<file path="src/rtl/id_hazard_sb.sv">
// -----------------------------------------------------------------------------
// id_hazard_sb -- ID-stage hazard scoreboard for the RV64 pipeline.
//
// Tracks the destination register of every in-flight instruction in a small
// shift register, one entry per downstream stage (entry 0 = EX, entry
// NUM_STAGES-1 = WB). From that it derives the data-hazard stall, the EX
// bubble and the per-source forwarding selects, and it counts stall cycles.
//
// Build option:
//   ID_HAZARD_FWD_EN defined   - forwarding network present; only a load in EX
//                                that feeds an ID source stalls (one cycle).
//   ID_HAZARD_FWD_EN undefined - no forwarding; fwd_sel_* tied to 0 and any
//                                match in entries 0..NUM_STAGES-2 stalls until
//                                the producer reaches WB (write-first RF).
//
// Ports:
//   clk, rst_n                 clock (rising edge), async active-low reset
//   id_valid                   ID holds a real instruction
//   id_rs1/id_rs2              source indices, id_rs1_used/id_rs2_used
//   id_rd, id_rd_we            destination index and write enable
//   id_is_load                 ID instruction is a load
//   ex_flush                   redirect: ID instruction is killed
//   pipe_hold                  global freeze
//   stall_id                   hold IF/ID this cycle
//   bubble_ex                  insert a NOP into EX this cycle
//   fwd_sel_rs1/fwd_sel_rs2    0 = register file, k = forward from stage k-1
//   stall_cnt                  saturating count of hazard-stall cycles
// -----------------------------------------------------------------------------
module id_hazard_sb #(
  parameter int REG_ADDR_WIDTH = 5,
  parameter int NUM_STAGES     = 3,
  parameter int SEL_WIDTH      = 3,
  parameter int CNT_WIDTH      = 32
) (
  input  logic                      clk,
  input  logic                      rst_n,
  input  logic                      id_valid,
  input  logic [REG_ADDR_WIDTH-1:0] id_rs1,
  input  logic [REG_ADDR_WIDTH-1:0] id_rs2,
  input  logic                      id_rs1_used,
  input  logic                      id_rs2_used,
  input  logic [REG_ADDR_WIDTH-1:0] id_rd,
  input  logic                      id_rd_we,
  input  logic                      id_is_load,
  input  logic                      ex_flush,
  input  logic                      pipe_hold,
  output logic                      stall_id,
  output logic                      bubble_ex,
  output logic [SEL_WIDTH-1:0]      fwd_sel_rs1,
  output logic [SEL_WIDTH-1:0]      fwd_sel_rs2,
  output logic [CNT_WIDTH-1:0]      stall_cnt
);

  // Scoreboard entries
  logic [NUM_STAGES-1:0]     valid_q, valid_d;
  logic [NUM_STAGES-1:0]     load_q,  load_d;
  logic [REG_ADDR_WIDTH-1:0] rd_q [NUM_STAGES];
  logic [REG_ADDR_WIDTH-1:0] rd_d [NUM_STAGES];
  logic [CNT_WIDTH-1:0]      cnt_q, cnt_d;

  // Per-source "this source is live": x0 is hard-wired zero and never matches.
  logic src1_live, src2_live;
  assign src1_live = id_valid & id_rs1_used & (id_rs1 != '0);
  assign src2_live = id_valid & id_rs2_used & (id_rs2 != '0);

  logic [NUM_STAGES-1:0] match_rs1, match_rs2;

  generate
    for (genvar gi = 0; gi < NUM_STAGES; gi++) begin : g_match
      assign match_rs1[gi] = src1_live & valid_q[gi] & (rd_q[gi] == id_rs1);
      assign match_rs2[gi] = src2_live & valid_q[gi] & (rd_q[gi] == id_rs2);
    end
  endgenerate

  logic hazard;

`ifdef ID_HAZARD_FWD_EN
  // Only a load sitting in EX cannot be forwarded yet; everything else can.
  assign hazard = (match_rs1[0] | match_rs2[0]) & load_q[0];

  // Priority encoder: scan oldest to youngest so the youngest match wins.
  always_comb begin
    fwd_sel_rs1 = '0;
    fwd_sel_rs2 = '0;
    for (int i = NUM_STAGES - 1; i >= 0; i--) begin
      if (match_rs1[i]) fwd_sel_rs1 = SEL_WIDTH'(i + 1);
      if (match_rs2[i]) fwd_sel_rs2 = SEL_WIDTH'(i + 1);
    end
  end

  logic unused_sb;
  assign unused_sb = load_q[NUM_STAGES-1];
`else
  // Without forwarding, wait until the producer reaches WB; the register file
  // is write-first so a match in the WB entry is already safe to read.
  assign hazard = |(match_rs1[NUM_STAGES-2:0] | match_rs2[NUM_STAGES-2:0]);

  assign fwd_sel_rs1 = '0;
  assign fwd_sel_rs2 = '0;

  logic unused_sb;
  assign unused_sb = ^{load_q, match_rs1[NUM_STAGES-1], match_rs2[NUM_STAGES-1]};
`endif

  // A flushed ID instruction is dead, so it can never cause a stall.
  assign stall_id  = hazard & id_valid & ~ex_flush;
  assign bubble_ex = stall_id & ~pipe_hold;
  assign stall_cnt = cnt_q;

  // Next-state: shift one stage per unfrozen cycle.
  always_comb begin
    valid_d = valid_q;
    load_d  = load_q;
    for (int i = 0; i < NUM_STAGES; i++) rd_d[i] = rd_q[i];
    cnt_d   = cnt_q;

    if (!pipe_hold) begin
      // A stalled or flushed instruction enters EX as a bubble.
      valid_d[0] = id_valid & id_rd_we & (id_rd != '0) & ~stall_id & ~ex_flush;
      load_d[0]  = id_is_load;
      rd_d[0]    = id_rd;
      for (int i = 1; i < NUM_STAGES; i++) begin
        valid_d[i] = valid_q[i-1];
        load_d[i]  = load_q[i-1];
        rd_d[i]    = rd_q[i-1];
      end
      if (stall_id && (cnt_q != '1)) cnt_d = cnt_q + 1'b1;
    end
  end

  always_ff @(posedge clk or negedge rst_n) begin
    if (!rst_n) begin
      valid_q <= '0;
      load_q  <= '0;
      for (int i = 0; i < NUM_STAGES; i++) rd_q[i] <= '0;
      cnt_q   <= '0;
    end else begin
      valid_q <= valid_d;
      load_q  <= load_d;
      for (int i = 0; i < NUM_STAGES; i++) rd_q[i] <= rd_d[i];
      cnt_q   <= cnt_d;
    end
  end

endmodule
</file>
<file path="config.mk">
export PLATFORM = sky130hd
export DESIGN_NAME = id_hazard_sb
export DESIGN_NICKNAME = d
export VERILOG_FILES = /design/src/rtl/id_hazard_sb.sv
export SDC_FILE = /design/constraint.sdc
export NUM_CORES = 1
export LEC_CHECK = 0
export ABC_AREA = 1
export CORE_ASPECT_RATIO = 0.8
export CORE_MARGIN = 10
export CORE_UTILIZATION = 47
export CTS_CLUSTER_SIZE = 24
export DETAILED_ROUTE_END_ITERATION = 8
export GPL_TIMING_DRIVEN = 0
export PLACE_DENSITY = 0.77
export SLEW_MARGIN = 20
export SYNTH_ARGS = -nofsm -noshare
export SYNTH_HDL_FRONTEND = slang
export SYNTH_SLANG_ARGS = --single-unit
</file>
<file path="constraint.sdc">
create_clock -name clk -period 1.6 [get_ports clk]
set_input_delay 0.24 -clock clk [delete_from_list [all_inputs] [get_ports clk]]
set_output_delay 0.24 -clock clk [all_outputs]
set_load 0.02 [all_outputs]
</file>
## After elaboration in Yosys (flattened, before gate mapping)

Cells that the tools add are included.

| storage, ports and cells | value |
|---|---|
| flip-flop bits (word level) | 44 |
| bits of input ports | 24 |
| output and inout bits | 40 |
| logic and storage cells | 39 |

| operators by class | value |
|---|---|
| add/subtract/negate cells | 1 |
| equal/unequal tests | 5 |
| bitwise logic cells | 23 |
| reduce and logical (&&, ||, !) cells | 6 |

Operator list:

| operator | count |
|---|---|
| $add 32x1->32 const B | 1 |
| $ne 32x32->1 const B | 1 |
| $eq 5x5->1 | 4 |
| $and 1x1->1 | 19 |
| $reduce_bool 5->1 | 3 |
| $not 1->1 | 3 |
| $or 2x2->2 | 1 |
| $reduce_and 2->1 | 1 |
| $reduce_or 2->1 | 1 |
| $logic_and 1x1->1 | 1 |

## Longest topological paths before layout

| depth | value |
|---|---|
| depth after elaboration | 11 |
| gate-level depth with buffers | 14 |

## Least setup slack after synthesis

No wires, ideal clock.

| path | value |
|---|---|
| kind | register to register |
| from | register cnt_q[1] (netlist: stall_cnt[1]) |
| to | register cnt_q[22] (netlist: stall_cnt[22]) |
| library setup time | 117 ps |
| arrival | 1768 ps |
| data required time | 1483 ps |
| setup slack | -284 ps |
| cell stages (with the launch flop) | 13 |
| buffers on the path | 2 |
| clock period less this slack | 1884 ps |
| cell sequence | dfrtp_1 -> ha_1 -> nand3_4 -> inv_2 -> nand2_2 -> nor2_4 -> nand4_2 -> nand3_2 -> nor2_2 -> buf_6 -> buf_6 -> nand2_1 -> nand2_1 |

| on the way | value |
|---|---|
| cells in the longest elaborated chain, start to end | 3 |
| elaborated cells between the ends (all ways) | 4 |
| those cells by class | add/sub: 1; eq/ne: 1; reduce/logical: 2 |

Ends and longest elaborated chain:

| item | line | source |
|---|---|---|
| start: declaration | 59 | `logic [CNT_WIDTH-1:0] cnt_q, cnt_d;` |
| start signal: assignment | 141 | `cnt_q <= cnt_d;` |
| parallel branches: the longest is 3 deep, another holds $add 32x1->32 | - |  |

Parallel ways; which one is timed is not known.
A chain may end at the register's enable or synchronous reset.

## Worst setup path in the final report

| path | value |
|---|---|
| from | register rd_q[11] (netlist name) |
| to | output bubble_ex |

| on the way | value |
|---|---|
| cells in the longest elaborated chain, start to end | 7 |
| elaborated cells between the ends (all ways) | 9 |
| those cells by class | eq/ne: 2; bitwise: 6; reduce/logical: 1 |

Ends and longest elaborated chain:

| item | line | source |
|---|---|---|
| start: declaration | 57 | `logic [REG_ADDR_WIDTH-1:0] rd_q [NUM_STAGES];` |
| $eq 5x5->1, on equally long branches | 70, 71 |  |
| $and 1x1->1, on equally long branches | 70, 71 |  |
| $or 2x2->2 (*) | 96 | `assign hazard = \|(match_rs1[NUM_STAGES-2:0] \| match_rs2[NUM_STAGES-2:0]);` |
| $reduce_or 2->1 (*) | 96 |  |
| $and 1x1->1 (*) (2 in a row) | 106 | `assign stall_id = hazard & id_valid & ~ex_flush;` |
| $and 1x1->1 (*) | 107 | `assign bubble_ex = stall_id & ~pipe_hold;` |
| end: declaration | 48 | `output logic bubble_ex,` |

Mark *: on every way between the ends. The rest lies on a longest branch, timed or not.

==> run_results.csv <==
group,metric,value,unit
setup_path,cp-end-kind,"primary output",
setup_path,arrival,1.63,ns
clock_network,cts_tree,"yes",
cells_and_area,area.growth.synth_to_final,34.6,%
yosys,syn_inst,458,
floorplanning,ios,64,
floorplanning,die_h,91.8,µm
detailed_routing,drtIter0Drc,160,
setup_path,startpoint_type,"flop",
min_path,min_path_type,"input pin to flop",
clock_network,clock_path_buffers,2,
clock_network,cts_sinks,44,
detailed_routing,ant_nets,0,
cells_and_area,layout.nets,571,
clock_network,clk_pin_slew,0.09,ns
setup_path,timing.rr.end,"stall_cnt[21]$_DFFE_PN0P_",
floorplanning,core_area,6310,µm²
detailed_routing,via_per_inst,4.98,
power_and_ir_drop,switchingPower,0.636,mW
yosys,synth_async_sr_flop_share,100,%
yosys,mappedNetlistArea,3030,µm²
sta,hold_viol,0,
power_and_ir_drop,power_frac_seq,49.9,%
power_and_ir_drop,p_sw_share,26.8,%
clock_network,clock_latency,0.30,ns
floorplanning,num_rows,26,
global_routing,grt_use_total,18.5,%
power_and_ir_drop,intPower,1.74,mW
yosys,ys.flop_type,"dfrtp_1",
floorplanning,floorplan.initialDensity,48.0,%
global_routing,grt_max_degree,26,
setup_path,reg2regPathDepth,15,
global_routing,antenna_found_initial,0,
setup_path,rr_startpoint,"rd_q[11]$_DFFE_PN0N_",
sta,rsz0062_at_grt,"true",
global_routing,grt_pass1_vias,2954,
floorplanning,dieArea,10100,µm²
yosys,synthDistinctLibCells,25,
cells_and_area,layout-drive-gt1-share,15.5,%
sta,fin_skew,0.0104,ns
clock_network,cts_made_buffers,5,
placed_design,dp_cells,603,
placed_design,numPortBuffers,55,
run_status,outcome,"finished, violations left",
sta,min_period,1.87,ns
floorplanning,die_w,110,µm
sta,setup_viol_count_final,34,
yosys,syn_area_per_cell,6.62,µm²
detailed_routing,wl,9430,µm
clock_network,h-tree-depth,2,
flow_run,maxCapViolations,0,
sta,fin_crit_sh,117,%
sta,slew_viol_final,0,
placed_design,dpl_cell_area,3740,µm²
detailed_routing,dr_total_vias,3144,
power_and_ir_drop,clockPowerShare,36.8,%
clock_network,clockRootBuffer,"clkbuf_8",
detailed_routing,drc,0,
global_routing,grt_overflow_total,0,
power_and_ir_drop,leakage,2.21,nW
cells_and_area,antenna_cells,0,
min_path,min_path_cells,2,
setup_path,cp.required,1.36,ns
sta,max_freq,0.535,GHz
setup_path,crit_type,"flop to primary output",
sta,setup_ws,-0.271,ns
setup_path,r2r_slack,-0.23,ns
placed_design,gp_congestion,0.925,
yosys,ys_ff_latch,44,
detailed_routing,wl_per_cell,14.9,µm
sta,hold_slack,0.239,ns
detailed_routing,drt-pass1-iter-count,4,
power_and_ir_drop,powerDensity,582,nW/µm²
sta,fin_tns_setup,-6.59,ns
cells_and_area,stdcell_count,631,
cells_and_area,final_cell_area,4080,µm²
power_and_ir_drop,ir_worst_vdd,0.000501,V
yosys,ys.warnings.count,0,
global_routing,grt_pass1_wl,15100,µm
cells_and_area,final_util,64.6,%
placed_design,dp_hpwl,7250,µm
min_path,min_to,"valid_q[1]$_DFFE_PN0N_",
run_status,violations,"setup timing",
yosys,seq_area_frac_synth,36.3,%
setup_path,cp_max_fo,4,
power_and_ir_drop,p_comb_share,13.3,%
min_path,min_from,"pipe_hold",
yosys,synth-edff-count,0,
## metal layers
layer | routed length, µm | vias up | track usage (%)
met2 | 4110 | 101 | 27.3
met5 | 0 | - | 0
met3 | 730 | 4 | 4.83
met4 | 44 | 0 | 2.71
li1 | - | 1581 | -
met1 | 4550 | 1458 | 26.8
## state kept, by name, summed over array words and instances, names as in the netlist
signal / count
valid_q: 2
stall_cnt: 32
rd_q: 10
## worst max path at each step
stage	start	endpoint	slack, ns
after CTS	rd_q[7]$_DFFE_PN0N_	bubble_ex	-0.21
final	rd_q[11]$_DFFE_PN0N_	bubble_ex	-0.27
after global placement	rst_n	stall_cnt[0]$_DFFE_PN0P_	-1.02
after floorplan	stall_cnt[5]$_DFFE_PN0P_	stall_cnt[22]$_DFFE_PN0P_	-0.07
after global routing	rd_q[5]$_DFFE_PN0N_	bubble_ex	-0.39
after detailed placement	id_rs2[0]	bubble_ex	-0.94
## synthesized netlist by cell type (3+ instances only)
library cell,n,share of area [%]
nand3_1,12,2.0
nor3_1,18,3.0
nand2_1,209,26
nand4_1,13,2.7
dfrtp_1,44,36
clkbuf_1,3,0.37
nor2_1,44,5.5
inv_1,44,5.5
buf_4,10,2.5
o21ai_0,12,2.0
xor2_1,18,5.2
xnor2_1,12,3.5
## layout by cell type, fill, tap and decap left out, types with 4 or more instances in the layout
master,netlist,routed
nand2_2,2,4
dfrtp_1,44,36
buf_6,2,8
nand4_1,13,13
xor2_1,18,18
clkbuf_8,0,5
clkdlybuf4s50_1,0,13
dlygate4sd2_1,0,39
inv_1,44,37
conb_1,1,6
nand3_1,12,11
nor3_1,18,15
inv_2,1,8
nand2_1,209,207
o21ai_0,12,12
xnor2_1,12,12
dfrtp_2,0,8
buf_4,10,23
nor2_2,2,7
nor2_1,44,37
## power groups by stage
stage | Clock [mW] | Sequential (mW) | Combinational [mW]
3_5_place_dp | 0 | 1.21 | 0.296
5_1_grt | 0.932 | 1.19 | 0.352
2_1_floorplan | 0 | 1.20 | 0.156
6_report | 0.873 | 1.19 | 0.315
3_3_place_gp | 0 | 1.21 | 0.290
4_1_cts | 0.883 | 1.18 | 0.310
## critical path, stage by stage (launching register included)
cell and delay, ns:
dfrtp_1 0.40, inv_1 0.09, nand2_1 0.06, nand2_1 0.06, nor2_1 0.12, nand3_1 0.08, nand2_1 0.07, nand2_1 0.06
nand2_2 0.12, nand3_2 0.11, inv_2 0.07, buf_6 0.11
## cells by family (layout without fill, tap and decap cells)
| kind of cell | Yosys count | after routing | synth area share (%) |
|---|---|---|---|
| xor+xnor | 30 | 30 | 8.67 |
| simple gates | 307 | 307 | 42.8 |
| other cells | 1 | 6 | 0.124 |
| flops | 44 | 44 | 36.3 |
| buf+inv | 62 | 146 | 9.45 |
| fa+ha+maj | 1 | 1 | 0.413 |
| compound gates | 13 | 13 | 2.19 |
## layout make-up
cell class	instances	area, µm²
Tap cell	84	105
Timing Repair Buffer	76	701
Buffer	16	135
Clock buffer	5	68.8
Multi-Input combinational cell	357	1740
Fill cell	595	2230
Inverter	46	173
Sequential cell	44	1110
Clock inverter	3	42.5
## through the flow
stage,worst slack [ns],power (mW)
after detailed placement,-0.938,1.50
after floorplan,-0.0652,1.36
after CTS,-0.210,2.38
final,-0.271,2.37
after global placement,-1.02,1.50
after global routing,-0.390,2.47
## timing repair
item,in CTS,in global routing
hold buffers,1,0
pin swaps,11,8
hold endpoints to repair,19,0
resized for setup,74,14
gates cloned,0,1
setup endpoints to repair,64,34
buffers inserted,17,1
No activity file was read; power rests on OpenSTA's default activity.
